**src/rtl/prach_hb2_sched.sv**
```systemverilog
// Round-robin scheduler that issues one PRACH sample pair per slot from NUM_CHN channels onto a
// shared HB2 datapath, with a programmable idle gap between issues and frame-sync restart.
module prach_hb2_sched #(
  parameter int unsigned NUM_CHN = 8,
  parameter int unsigned MIN_GAP = 1
) (
  input  logic                    clk,
  input  logic                    rst_n,
  input  logic                    enable,
  input  logic [NUM_CHN-1:0]      chn_mask,
  input  logic                    sync_in,
  input  logic [NUM_CHN-1:0]      req_valid,
  input  logic [NUM_CHN*64-1:0]   req_data,
  output logic [NUM_CHN-1:0]      req_ready,
  output logic [1:0][15:0]        dout_dp1,
  output logic [1:0][15:0]        dout_dp2,
  output logic                    dout_dv,
  output logic [7:0]              dout_chn,
  output logic                    sync_out,
  output logic                    busy
);

  localparam int unsigned PW = (NUM_CHN > 1) ? $clog2(NUM_CHN) : 1;
  // Counter is loaded with MIN_GAP-1 so the gap state lasts exactly MIN_GAP cycles.
  localparam logic [3:0] GapLoad = (MIN_GAP > 0) ? 4'(MIN_GAP - 1) : 4'd0;

  typedef enum logic [1:0] {StIdle, StArb, StGap} state_e;

  state_e          state_q, state_d;
  logic [PW-1:0]   ptr_q, ptr_d;
  logic [3:0]      gap_cnt_q, gap_cnt_d;
  logic            sync_pend_q, sync_pend_d;
  logic [1:0][15:0] dp1_q, dp1_d, dp2_q, dp2_d;
  logic            dv_q, dv_d;
  logic [7:0]      chn_q, chn_d;
  logic            sync_out_q, sync_out_d;

  logic [NUM_CHN-1:0] elig;
  logic [PW-1:0]      sel_idx;
  logic               sel_found;
  logic [PW:0]        cand;
  logic               xfer;
  logic [63:0]        chn_data [NUM_CHN];
  logic [63:0]        sel_data;

  for (genvar c = 0; c < NUM_CHN; c++) begin : g_data
    assign chn_data[c] = req_data[64*c +: 64];
  end

  assign elig = req_valid & chn_mask;

  // Priority search starting at ptr_q, wrapping past the last channel.
  always_comb begin
    sel_found = 1'b0;
    sel_idx   = '0;
    cand      = '0;
    for (int unsigned i = 0; i < NUM_CHN; i++) begin
      cand = {1'b0, ptr_q} + (PW+1)'(i);
      if (cand >= (PW+1)'(NUM_CHN)) begin
        cand = cand - (PW+1)'(NUM_CHN);
      end
      if (!sel_found && elig[cand[PW-1:0]]) begin
        sel_found = 1'b1;
        sel_idx   = cand[PW-1:0];
      end
    end
  end

  assign xfer     = (state_q == StArb) && enable && !sync_in && sel_found;
  assign sel_data = chn_data[sel_idx];

  always_comb begin
    req_ready = '0;
    if (xfer) begin
      req_ready[sel_idx] = 1'b1;
    end
  end

  always_comb begin
    state_d     = state_q;
    ptr_d       = ptr_q;
    gap_cnt_d   = gap_cnt_q;
    sync_pend_d = sync_pend_q;
    dp1_d       = dp1_q;
    dp2_d       = dp2_q;
    chn_d       = chn_q;
    dv_d        = xfer;
    sync_out_d  = xfer && sync_pend_q;

    unique case (state_q)
      StIdle: begin
        if (enable) begin
          state_d = StArb;
        end
      end
      StArb: begin
        if (!enable) begin
          state_d = StIdle;
        end else if (xfer) begin
          ptr_d = (sel_idx == PW'(NUM_CHN - 1)) ? '0 : sel_idx + PW'(1);
          if (MIN_GAP > 0) begin
            state_d   = StGap;
            gap_cnt_d = GapLoad;
          end
        end
      end
      StGap: begin
        if (!enable) begin
          state_d = StIdle;
        end else if (gap_cnt_q == 4'd0) begin
          state_d = StArb;
        end else begin
          gap_cnt_d = gap_cnt_q - 4'd1;
        end
      end
      default: state_d = StIdle;
    endcase

    if (xfer) begin
      dp1_d       = sel_data[31:0];
      dp2_d       = sel_data[63:32];
      chn_d       = {{(8-PW){1'b0}}, sel_idx};
      sync_pend_d = 1'b0;
    end

    // Frame sync overrides everything; grants are already suppressed via xfer.
    if (sync_in) begin
      ptr_d       = '0;
      gap_cnt_d   = '0;
      sync_pend_d = 1'b1;
      state_d     = enable ? StArb : StIdle;
    end
  end

  always_ff @(posedge clk or negedge rst_n) begin
    if (!rst_n) begin
      state_q     <= StIdle;
      ptr_q       <= '0;
      gap_cnt_q   <= '0;
      sync_pend_q <= 1'b0;
      dp1_q       <= '0;
      dp2_q       <= '0;
      dv_q        <= 1'b0;
      chn_q       <= '0;
      sync_out_q  <= 1'b0;
    end else begin
      state_q     <= state_d;
      ptr_q       <= ptr_d;
      gap_cnt_q   <= gap_cnt_d;
      sync_pend_q <= sync_pend_d;
      dp1_q       <= dp1_d;
      dp2_q       <= dp2_d;
      dv_q        <= dv_d;
      chn_q       <= chn_d;
      sync_out_q  <= sync_out_d;
    end
  end

  assign dout_dp1 = dp1_q;
  assign dout_dp2 = dp2_q;
  assign dout_dv  = dv_q;
  assign dout_chn = chn_q;
  assign sync_out = sync_out_q;
  assign busy     = (state_q != StIdle);

endmodule

```
**config.mk**
```make
export PLATFORM = sky130hd
export DESIGN_NAME = prach_hb2_sched
export DESIGN_NICKNAME = d
export VERILOG_FILES = /design/src/rtl/prach_hb2_sched.sv
export SDC_FILE = /design/constraint.sdc
export NUM_CORES = 1
export LEC_CHECK = 0
export ABC_AREA = 1
export CORE_AREA = 2 2 241 243
export CTS_CLUSTER_SIZE = 28
export DETAILED_ROUTE_END_ITERATION = 10
export DIE_AREA = 0 0 243 245
export REMOVE_ABC_BUFFERS = 1
export SLEW_MARGIN = 0
export SYNTH_ARGS = -nofsm -noshare
export SYNTH_HDL_FRONTEND = slang
export SYNTH_SLANG_ARGS = --single-unit
```
**constraint.sdc**
```tcl
create_clock -name clk -period 9 [get_ports clk]
set_input_delay 1.35 -clock clk [delete_from_list [all_inputs] [get_ports clk]]
set_output_delay 1.35 -clock clk [all_outputs]
set_load 0.02 [all_outputs]
```
Word level (Yosys, flattened, before mapping)
Cells that the tools add are included.

storage, ports and cells
  flip-flop bits (word level) = 79
  input port bits = 532
  output and inout port bits = 83
  logic and storage cells = 156

cells by class
  add/subtract/negate cells = 17
  magnitude comparators = 19
  eq/ne operators = 10
  muxes and demuxes = 67
  bitwise gates (word level) = 2
  reductions and logical operators = 30

operators with widths
  cell                   count
  $bmux W64 S3           1
  $mux W64               2
  $mux W3                21
  $lt A3 B4 Y1 const B   9
  $ge A4 B4 Y1 const B   8
  $bmux W1 S3            8
  $sub A3 B1 Y3 const B  8
  $mux W1                20
  $mux W4                5
  $add A3 B3 Y4 const B  4
  $ne A3 B3 Y1 const B   5
  $logic_and A1 B1 Y1    12
  $mux W2                6
  $add A3 B2 Y4 const B  2
  $and A8 B8 Y8          1
  $logic_not A1 Y1       8
  $mux W8                1
  $ne A4 B4 Y1 const B   2
  $pmux W4 S2            1
  $reduce_bool A2 Y1     4
  $pmux W2 S3            1
  $reduce_and A3 Y1      2
  $reduce_and A5 Y1      1
  $add A3 B1 Y4 const B  1
  12 further kinds       12

Depth between registers and ports, before layout
Gate-level depths: netlist of the first run.

  depth in word-level cells = 32
  gate-level depth with buffers = 24
  gate-level depth less buffers = 21

Worst setup path after synthesis of the first run
No wires, ideal clock.

  path type = input to output
  start = input port req_valid[2]
  end = output port req_ready[6]
  arrival time = 3,195 ps
  required time = 7,650 ps
  slack = 4,455 ps
  stages = 17
  buffers on the path = 2
  path through = nand2_1 > nand2_1 > nand2_1 > nand2_1 > nand3_1 > nand2_2 > nor2_4 > nand4_2 > nor2_4 > nand3_4 > nand2_1 > nand2_1 > nor2_2 > buf_6 > buf_2 > inv_1 > nor2_1

on the way
  word-level cells in the longest chain between the ends = 30
  elaborated cells on any way between the ends = 54
  classes of those cells = order compare (2); mux (35); bitwise (1); reduce/logical (16)

RTL lines
  what                                                                       line  RTL
  from (decl)                                                                12    input logic [NUM_CHN-1:0] req_valid,
  $and A8 B8 Y8 *                                                            50    assign elig = req_valid & chn_mask;
  $bmux W1 S3                                                                62    if (!sel_found && elig[cand[PW-1:0]]) begin
  $mux W1 (implied by the code)                                              62
  $mux W1                                                                    62
  $logic_not A1 Y1                                                           62
  $logic_and A1 B1 Y1                                                        62
  $mux W1                                                                    62
  $logic_not A1 Y1                                                           62
  (+14 left out)                                                             n/a
  $logic_not A1 Y1                                                           62
  $logic_and A1 B1 Y1                                                        62
  $mux W3                                                                    62
  $lt A3 B4 Y1 (implied by the code) / $ge A3 B1 Y1 (equally long branches)  75    req_ready[sel_idx] = 1'b1;
  $logic_and A1 B1 Y1 (implied by the code)                                  75
  $mux W1 (implied by the code)                                              75
  $demux W1 S3                                                               75
  $mux W8 *                                                                  74    if (xfer) begin
  to (decl)                                                                  14    output logic [NUM_CHN-1:0] req_ready,

Mark *: on every way between the ends. The rest lies on a longest branch, timed or not. The select of a mux whose other input is x is not followed.

Final worst setup path of the first run
  start = register ptr_q[0]
  end = output port req_ready[1]

on the way
  word-level cells in the longest chain between the ends = 31
  elaborated cells on any way between the ends = 84
  classes of those cells = add/sub (15); order compare (10); mux (43); reduce/logical (16)

RTL lines
  what                                                    line  RTL
  from (decl)                                             30    logic [PW-1:0] ptr_q, ptr_d;
  from (signal assigned)                                  148   ptr_q <= ptr_d;
  branches (longest 30 deep; another with $add A3 B1 Y4)  n/a
  $mux W8 *                                               74

Mark *: on every way between the ends. The select of a mux whose other input is x is not followed.

==> results of run 1 <==
[registers in the layout, summed over array words and instances (netlist names)]
| name | cells |
|---|---|
| dout_chn | 3 |
| dout_dp1 | 32 |
| dout_dp2 | 32 |
| dout_dv | 1 |
| gap_cnt_q | 4 |
| ptr_q | 3 |
| state_q | 2 |
| sync_out | 1 |
| sync_pend_q | 1 |
[placed cells by master (no fill, tap or decap), types with 3 or more instances in the layout]
master	count
nand2_1	1032
clkdlybuf4s50_1	608
nand3_1	239
nor2_1	215
dfrtp_1	79
inv_1	26
buf_4	16
o21ai_0	11
clkbuf_16	9
inv_2	7
nand3_2	7
nand4_1	6
nor2_4	6
ha_1	6
nand2_2	5
conb_1	5
nor2_2	3
[cells by family after synthesis]
logic type,after synthesis,synth area share
xor gates and xnor gates,5,0.009531
other,1,0.0004022
DFF,79,0.2121
AOI/OAI and AO/OA,19,0.01248
and+or+nand+nor,1521,0.6611
adders and majority gates,6,0.008052
buffers and inverters,157,0.09636
[cell type report]
type | count | area, µm² | share of cell area
tap | 765 | 957.2 | 0.05949
sequential | 79 | 1977 | 0.1229
inverter | 36 | 141.4 | 0.008788
timing repair buffer | 624 | 6206 | 0.3857
clock inverter | 7 | 78.83 | 0.004899
clock buffer | 9 | 225.2 | 0.01400
antenna | 2 | 5.005 | 0.0003111
multi-input combinational | 1556 | 6499 | 0.4039
[metal layers]
metal  track usage  up-vias  routed length [µm]
li1              -     6548                   -
met1        0.1986     5741               20530
met2        0.2810      515               24080
met3       0.03608       71                3724
met4       0.05774        0                1350
met5             0        -                   0
[worst reg2reg max path: stages (launching register included)]
cell and delay [ns]:
dfrtp_1 0.66, inv_2 0.30, ha_1 0.54, inv_2 0.24
nand3_1 0.13, nand2_1 0.13, nand2_1 0.06, nand2_1 0.13
inv_2 0.07, nor2_4 0.16, nor2_1 0.06, nor2_1 0.20
nand3_4 0.23, nand2_8 0.36, buf_4 0.64, buf_4 0.70
nand2_1 0.16, nand2_1 0.09, nand2_1 0.12, nand3_1 0.15
nor2_1 0.05, nor2_1 0.07
[through the flow]
step	util	instance area (µm²)	hold slack [ns]	instances	setup WS (ns)
6_report	0.2821	16090	0.5096	3078	2.428
3_5_place_dp	0.2767	15780	0.4992	3060	2.453
5_1_grt	0.2821	16090	0.5316	3077	2.134
3_3_place_gp	0.2767	15780	0.4769	3060	2.439
2_1_floorplan	-	8576	0.4572	1671	-2.691
4_1_cts	0.2820	16080	0.5156	3076	2.391
[how the worst max path moves through the flow]
stage / startpoint / end
final: ptr_q[0] / req_ready[1]
after global routing: ptr_q[0] / req_ready[3]
after CTS: ptr_q[0] / req_ready[1]
after detailed placement: chn_mask[0] / req_ready[5]
after global placement: chn_mask[0] / req_ready[1]
after floorplan: req_valid[7] / req_ready[1]
==> qor.yml, run 1 <==
status:
  status: "finished clean"
clock_network:
  cts-root-buf: "clkbuf_16"
  cts_tree: "done"
  cts_buffers: 9
  clk_path_buf_depth: 2
  post_cts_resized: 0
  post_cts_buffers: 0
  cts_hold_buf: 0
  numClockSinks: 79
  htreeDepth: 3
  clk_pin_slew_worst_paths_ns: 0.07
  insertion_delay_ns: 0.38
logic_synthesis:
  ys_types: 34
  synth.area.top_cells: "nand2_1, dfrtp_1, nand3_1"
  synthCells: 1788
  synth.yosys.seq_area_share: 0.2121
  yosys.cell_count.top_type: "nand2_1"
  yosys_warnings: 0
  synth_top_flop_cell: "dfrtp_1"
  synth-edff-count: 0
  synthTopCellsByCount: "nand2_1, nand3_1, nor2_1"
  yosysTopAreaCell: "nand2_1"
  synth_seq_cells: 79
  synth_area_um2: 9323
  async_flop_share: 1.000
  yosysTopAreaCellShare: 0.4155
  syn_area_per_cell_um2: 5.214
critical_path:
  crit_chain: "inv_2 -> ha_1 -> inv_2 -> nand3_1 -> nand2_1 -> nand2_1 -> nand2_1 -> nand4_2 -> nor2_4 -> nand3_4 -> nand3_4 -> nand2_8 -> inv_4 -> nand2_1 -> nor2_1 -> clkdlybuf4s50_1"
  crit_buf_inv: 4
  critPathLaunchType: "flip-flop"
  crit_path_max_incr_delay_ns: 0.66
  ff2ff_path_depth: 21
  crit_type: "reg2out"
  cp_common_cell: "nand2_1"
  ff2ff_setup_slack_ns: 3.69
  worst-path-stages: 16
  rr_endpoint: "dout_dp2[22]"
  crit_required_ns: 7.65
  cp.arrival_ns: 5.22
  endpoint_kind: "primary output"
  r2r_start: "ptr_q[0]"
  crit_path_max_fanout: 62
  cp_slowest_cell: "dfrtp_1"
  path_delay_family: "simple AND/OR/NAND/NOR gates"
floorplanning:
  die_width_um: 243
  dieArea_um2: 59540
  start_util: 0.1635
  pin_count: 615
  core_area_um2: 57030
  row_count: 88
  die_y_um: 245
grt:
  first_global_vias: 12610
  grt_antenna_before_repair: 1
  overflow: 0
  track_usage: 0.1629
  grt_max_degree: 82
  grt_pass1_wl_um: 74670
timing:
  fin_worst_skew_ns: 0.008843
  rsz0062_at_grt: "no"
  setup_viol: 0
  period_needed_ns: 6.573
  finalSetupTns_ns: 0
  slew_headroom: 0.3605
  min_period_over_period: 0.7303
  worst_pin_slew_ns: 0.9593
  hold_viol: 0
  slew_violations: 0
  max_freq_mhz: 152.1
worst_hold_path:
  hold_start: "dout_dp2[21]"
  worstHoldPathCells: 2
  worstHoldEndpoint: "dout_dp2[21]"
  hold_path.class: "reg2reg"
drt:
  post_drt_wl_per_cell_um: 16.14
  viasPerCell: 4.183
  dr_total_vias: 12880
  finalWirelength_um: 49690
  ant_nets: 0
  drtPass1Iterations: 5
  drt_iter0_markers: 508
  drc: 0
finish:
  areaGrowthSynthToFinish_pct: 72.58
  fillers: 6552
  layout-drive-gt1-share: 0.03116
  nNetsFinal: 2844
placed_design:
  io_buffers: 609
  gp_congestion: 0.8921
  dpl.hpwl_um: 37750
job:
  drv_cap: 0
Power of run 1 is not shown: default switching activity piles up to over one toggle a cycle in this logic, so the estimate is an artifact.
==> run 2: changes to the inputs <==
CORE_AREA = 2 2 237 239   (was 2 2 241 243)
DIE_AREA = 0 0 239 241   (was 0 0 243 245)
clock period = 6.66 ns   (was 9 ns; I/O delays follow)
==> run 2 against run 1 <==
  * Final cell count fell by 1.9%
  * Via count fell by 0.64%
  * Critical path depth did not move
==> qor.yml, run 2 (synthesized netlist as in run 1, its figures left out) <==
finish:
  layout_commonest_cell: "nand2_1"
  finalNonFillerCells: 3019  # -1.9%
  final_cell_mix: "nand2_1, clkdlybuf4s50_1, nand3_1, nor2_1, dfrtp_1"
  post-route-util: 0.2926  # +0.01052
  fin_area_um2: 16060  # -0.19%
  layout-drive-gt1-share: 0.03241  # +0.001256
  nNetsFinal: 2847  # +0.11%
  areaGrowthSynthToFinish_pct: 72.25
clock_network:
  cts_buffers: 9  # unchanged
  numClockSinks: 79  # unchanged
  insertion_delay_ns: 0.38  # about the same
  post_cts_buffers: 0  # unchanged
  clk_pin_slew_worst_paths_ns: 0.07  # about the same
  clk_path_buf_depth: 2  # unchanged
  cts_hold_buf: 0  # unchanged
  htreeDepth: 3  # unchanged
  post_cts_resized: 0  # unchanged
  cts_tree: "done"
  cts-root-buf: "clkbuf_16"
drt:
  drc: 0  # unchanged
  viasPerCell: 4.237  # +1.3%
  drt-met1-wl_um: 21190  # +3.2%
  wl_met2_um: 24060  # -0.11%
  dr.max_layer_used: "met5"
  finalWirelength_um: 50450  # +1.5%
  met3_length_um: 3309  # -11%
  post_drt_wl_per_cell_um: 16.71  # +3.5%
  drtPass1Iterations: 5  # unchanged
  drt_iter0_markers: 566  # +11%
  ant_nets: 0  # unchanged
  dr_total_vias: 12790  # -0.64%
floorplanning:
  core_area_um2: 54880  # -3.8%
  pin_count: 615  # unchanged
  start_util: 0.1699  # +0.006425
  dieArea_um2: 57600  # -3.3%
  die_width_um: 239  # -1.6%
  row_count: 86  # -2.3%
  die_y_um: 241  # -1.6%
critical_path:
  r2r_start: "ptr_q[0]"
  endpoint_kind: "primary output"
  ff2ff_path_depth: 21  # unchanged
  crit_path_max_fanout: 67  # +8.1%
  cp-startpoint: "ptr_q[0]"
  rr_endpoint: "dout_dp1[25]"
  crit_type: "reg2out"
  critPathLaunchType: "flip-flop"
  crit_required_ns: 5.66  # -1.99 ns
  ff2ff_setup_slack_ns: 2.06  # -1.63 ns
  cp.arrival_ns: 4.37  # -0.85 ns
  critPathCapture: "req_ready[2]"
job:
  drv_cap: 0  # unchanged
worst_hold_path:
  worstHoldPathCells: 2  # unchanged
  hold_path.class: "reg2reg"
timing:
  slew_violations: 0  # unchanged
  max_freq_mhz: 186.4
  rsz0062_at_grt: "no"
  worst_slack_ns: 1.295  # -1.132 ns
  hold_viol: 0  # unchanged
  worst_pin_slew_ns: 1.001  # +0.04135 ns
  min_period_over_period: 0.8055
  slew_headroom: 0.3329  # -0.02757
  setup_viol: 0  # unchanged
  period_needed_ns: 5.365
  fin_worst_skew_ns: 0.01104  # +0.002196 ns
grt:
  overflow: 0  # unchanged
  grt_max_degree: 129  # +57%
  grt_pass1_wl_um: 73810  # -1.2%
  first_global_vias: 12320  # -2.3%
  grt_antenna_before_repair: 3  # +2
  track_usage: 0.1693  # +0.006425
status:
  status: "finished clean"
placed_design:
  gp_congestion: 0.8830  # -1.0%
  place_inst: 3002  # -1.9%
  dpl.hpwl_um: 37820  # +0.19%
  placed_area_um2: 15750  # -0.18%
  post-place-ws_ns: 1.509  # -0.9433 ns
  io_buffers: 609  # unchanged
-- run 2: cell count changes in the layout (fill, tap and decap cells not counted), sizes merged --
cell   change
buf        +3
diode      -1
-- run 2: final cells by class --
type                    count  area, µm²
fillers                  6227      38820
clock buffers               9      225.2
repair buffers            627       6254
well taps                 704      880.8
multi-input cells        1556       6499
flip-flops and latches     79       1977
clock inverters             7      78.83
diodes                      1      2.502
inverters                  36      141.4
-- run 2: how the worst min path moves through the flow --
stage / start / slack, ns / end
global placement: dout_chn[2] / 0.47 / dout_chn[2]
floorplan: sync_pend_q / 0.46 / sync_out
global route: dout_chn[0] / 0.52 / dout_chn[0]
CTS: dout_chn[0] / 0.49 / dout_chn[0]
finish: dout_chn[0] / 0.48 / dout_chn[0]
detailed placement: dout_chn[0] / 0.47 / dout_chn[0]
-- run 2: critical path: stages, from the launching register on --
cell and delay (ns):
dfrtp_1 0.62, inv_2 0.25, ha_1 0.50, inv_2 0.23, nand3_1 0.13, nand2_1 0.12, nand2_1 0.05, nand2_1 0.12
inv_2 0.07, nor2_4 0.16, nor2_1 0.06, nor2_1 0.19, nand3_4 0.14, nand2_8 0.36, nand2_1 0.20, nor2_1 0.16
clkdlybuf4s50_1 0.62
-- run 2: metal layers --
metal,vias up,track usage
li1,6559,-
met1,5676,0.2060
met2,478,0.2876
met3,75,0.03443
met4,4,0.07652
met5,-,0
-- run 2: per-stage QoR --
step / setup TNS [ns] / hold WS [ns]
finish: 0 / 0.4835
global route: 0 / 0.5178
CTS: 0 / 0.4860
detailed placement: 0 / 0.4659
global placement: 0 / 0.4716
floorplan: -268.50 / 0.4572
Power of run 2 is left out for the same reason.
==> run 3: changes to the inputs <==
clock period = 5.5 ns   (was 6.66 ns; I/O delays follow)
==> run 3 against run 2 <==
  * Cell area grew 0.20%
  * Non-clock buffer count shrank 4
  * Register-to-register slack lost 0.89 ns
==> qor.yml, run 3 (synthesized netlist as in run 1, its figures left out) <==
status:
  status: "finished clean"
placed_design:
  io_buffers: 609  # unchanged
  dpl.hpwl_um: 36410  # -3.7%
  gp_congestion: 0.8845  # +0.17%
  placed_area_um2: 15780  # +0.21%
clock_network:
  clk_path_buf_depth: 2  # unchanged
  cts_tree: "done"
  cts-root-buf: "clkbuf_16"
  post_cts_resized: 0  # unchanged
  cts_buffers: 9  # unchanged
  insertion_delay_ns: 0.38  # about the same
  cts_hold_buf: 0  # unchanged
  numClockSinks: 79  # unchanged
  htreeDepth: 3  # unchanged
  post_cts_buffers: 0  # unchanged
  clk_pin_slew_worst_paths_ns: 0.07  # about the same
grt:
  grt_pass1_wl_um: 73880  # about the same
  first_global_vias: 12470  # +1.2%
  grt_max_degree: 147  # +14%
  grt_antenna_before_repair: 5  # +2
  track_usage: 0.1682  # -0.001043
  overflow: 0  # unchanged
drt:
  dr_total_vias: 12710  # -0.63%
  drc: 0  # unchanged
  post_drt_wl_per_cell_um: 16.50  # -1.3%
  drtPass1Iterations: 7  # +2
  finalWirelength_um: 49780  # -1.3%
  drt_iter0_markers: 658  # +16%
  viasPerCell: 4.212  # -0.59%
  ant_nets: 0  # unchanged
finish:
  layout-drive-gt1-share: 0.03030  # -0.002108
  areaGrowthSynthToFinish_pct: 72.59
  fin_area_um2: 16090  # +0.20%
  fillers: 6193  # -0.55%
  final_cell_mix: "nand2_1, clkdlybuf4s50_1, nand3_1, nor2_1, dfrtp_1"
  nNetsFinal: 2843  # -0.14%
  layout_commonest_cell: "nand2_1"
  seq_area_um2: 1977  # unchanged
  multi_input_area_um2: 6499  # unchanged
floorplanning:
  row_count: 86  # unchanged
  pin_count: 615  # unchanged
  dieArea_um2: 57600  # unchanged
  die_y_um: 241  # unchanged
  die_width_um: 239  # unchanged
  start_util: 0.1699  # unchanged
  core_area_um2: 54880  # unchanged
timing:
  fin_worst_skew_ns: 0.006689  # -0.004350 ns
  worst_pin_slew_ns: 1.028  # +0.02772 ns
  max_freq_mhz: 205.5
  rsz0062_at_grt: "no"
  setup_viol: 0  # unchanged
  slew_violations: 0  # unchanged
  min_period_over_period: 0.8849
  slew_headroom: 0.3144  # -0.01848
  hold_viol: 0  # unchanged
  period_needed_ns: 4.867
worst_hold_path:
  hold_path.class: "in2async"
critical_path:
  crit_path_max_fanout: 10  # -85%
  critPathLaunchType: "flip-flop"
  crit_buf_inv: 4  # unchanged
  cp.arrival_ns: 4.04  # -0.33 ns
  endpoint_kind: "primary output"
  crit_required_ns: 4.68  # -0.98 ns
  crit_path_max_incr_delay_ns: 0.64  # +0.02 ns
  crit_type: "reg2out"
  crit_chain: "inv_2 -> ha_1 -> inv_2 -> nand2_1 -> nand3_1 -> nand2_2 -> nor2_4 -> nand4_2 -> nor2_4 -> nand3_4 -> nor2_2 -> inv_1 -> nand2_1 -> nand2_2 -> nor2_1 -> clkdlybuf4s50_1"
  path_delay_family: "simple AND/OR/NAND/NOR gates"
  cp_slowest_cell: "dfrtp_1"
job:
  drv_cap: 0  # unchanged
## run 3: changes by cell type in the layout (fill, tap and decap cells not counted)
cell	previous run	this run
inv_8	1	0
diode_2	1	4
buf_4	17	8
buf_12	2	7
clkbuf_1	0	1
## run 3: per-stage QoR
step / TNS (ns) / instances / worst slack, ns / util / hold WS [ns]
after floorplan: -355.27 / 1671 / -5.364 / - / 0.4572
after global placement: 0 / 2998 / 1.001 / 0.2876 / 0.4729
after detailed placement: 0 / 2998 / 0.9916 / 0.2876 / 0.4788
after CTS: 0 / 3014 / 0.6161 / 0.2930 / 0.4459
after global routing: 0 / 3017 / 0.2525 / 0.2932 / 0.4800
final: 0 / 3018 / 0.6331 / 0.2932 / 0.4410
## run 3: cell type report
type,instances,area share
inverter,36,0.008787
timing repair buffer,623,0.3907
sequential,79,0.1229
clock inverter,6,0.004199
tap,704,0.05474
multi-input combinational,1556,0.4039
antenna,4,0.0006221
clock buffer,10,0.01423
## run 3: final timing paths
kind	startpoint	endpoint	slack, ns	cells past startpoint
worst max-delay path	ptr_q[1]	req_ready[0]	0.63	16
worst min-delay path	rst_n	dout_dp1[3]	0.44	1
worst max register to register	ptr_q[1]	dout_dp1[20]	1.17	21
worst min register to register	dout_chn[2]	dout_chn[2]	0.49	2
max in group asynchronous	rst_n	dout_dp2[19]	3.99	2
min in group clk	dout_chn[2]	dout_chn[2]	0.49	2
## run 3: layer usage
metal  share of wire  global-route usage  vias to the layer above  wire length (µm)
li1                -                   -                     6553                 -
met1            0.42              0.1989                     5632             20690
met2            0.49              0.2978                      459             24450
met3           0.065             0.03431                       66              3250
met4           0.028             0.06591                        2              1376
met5         0.00016                   0                        -                 8
Power of run 3 is left out for the same reason.
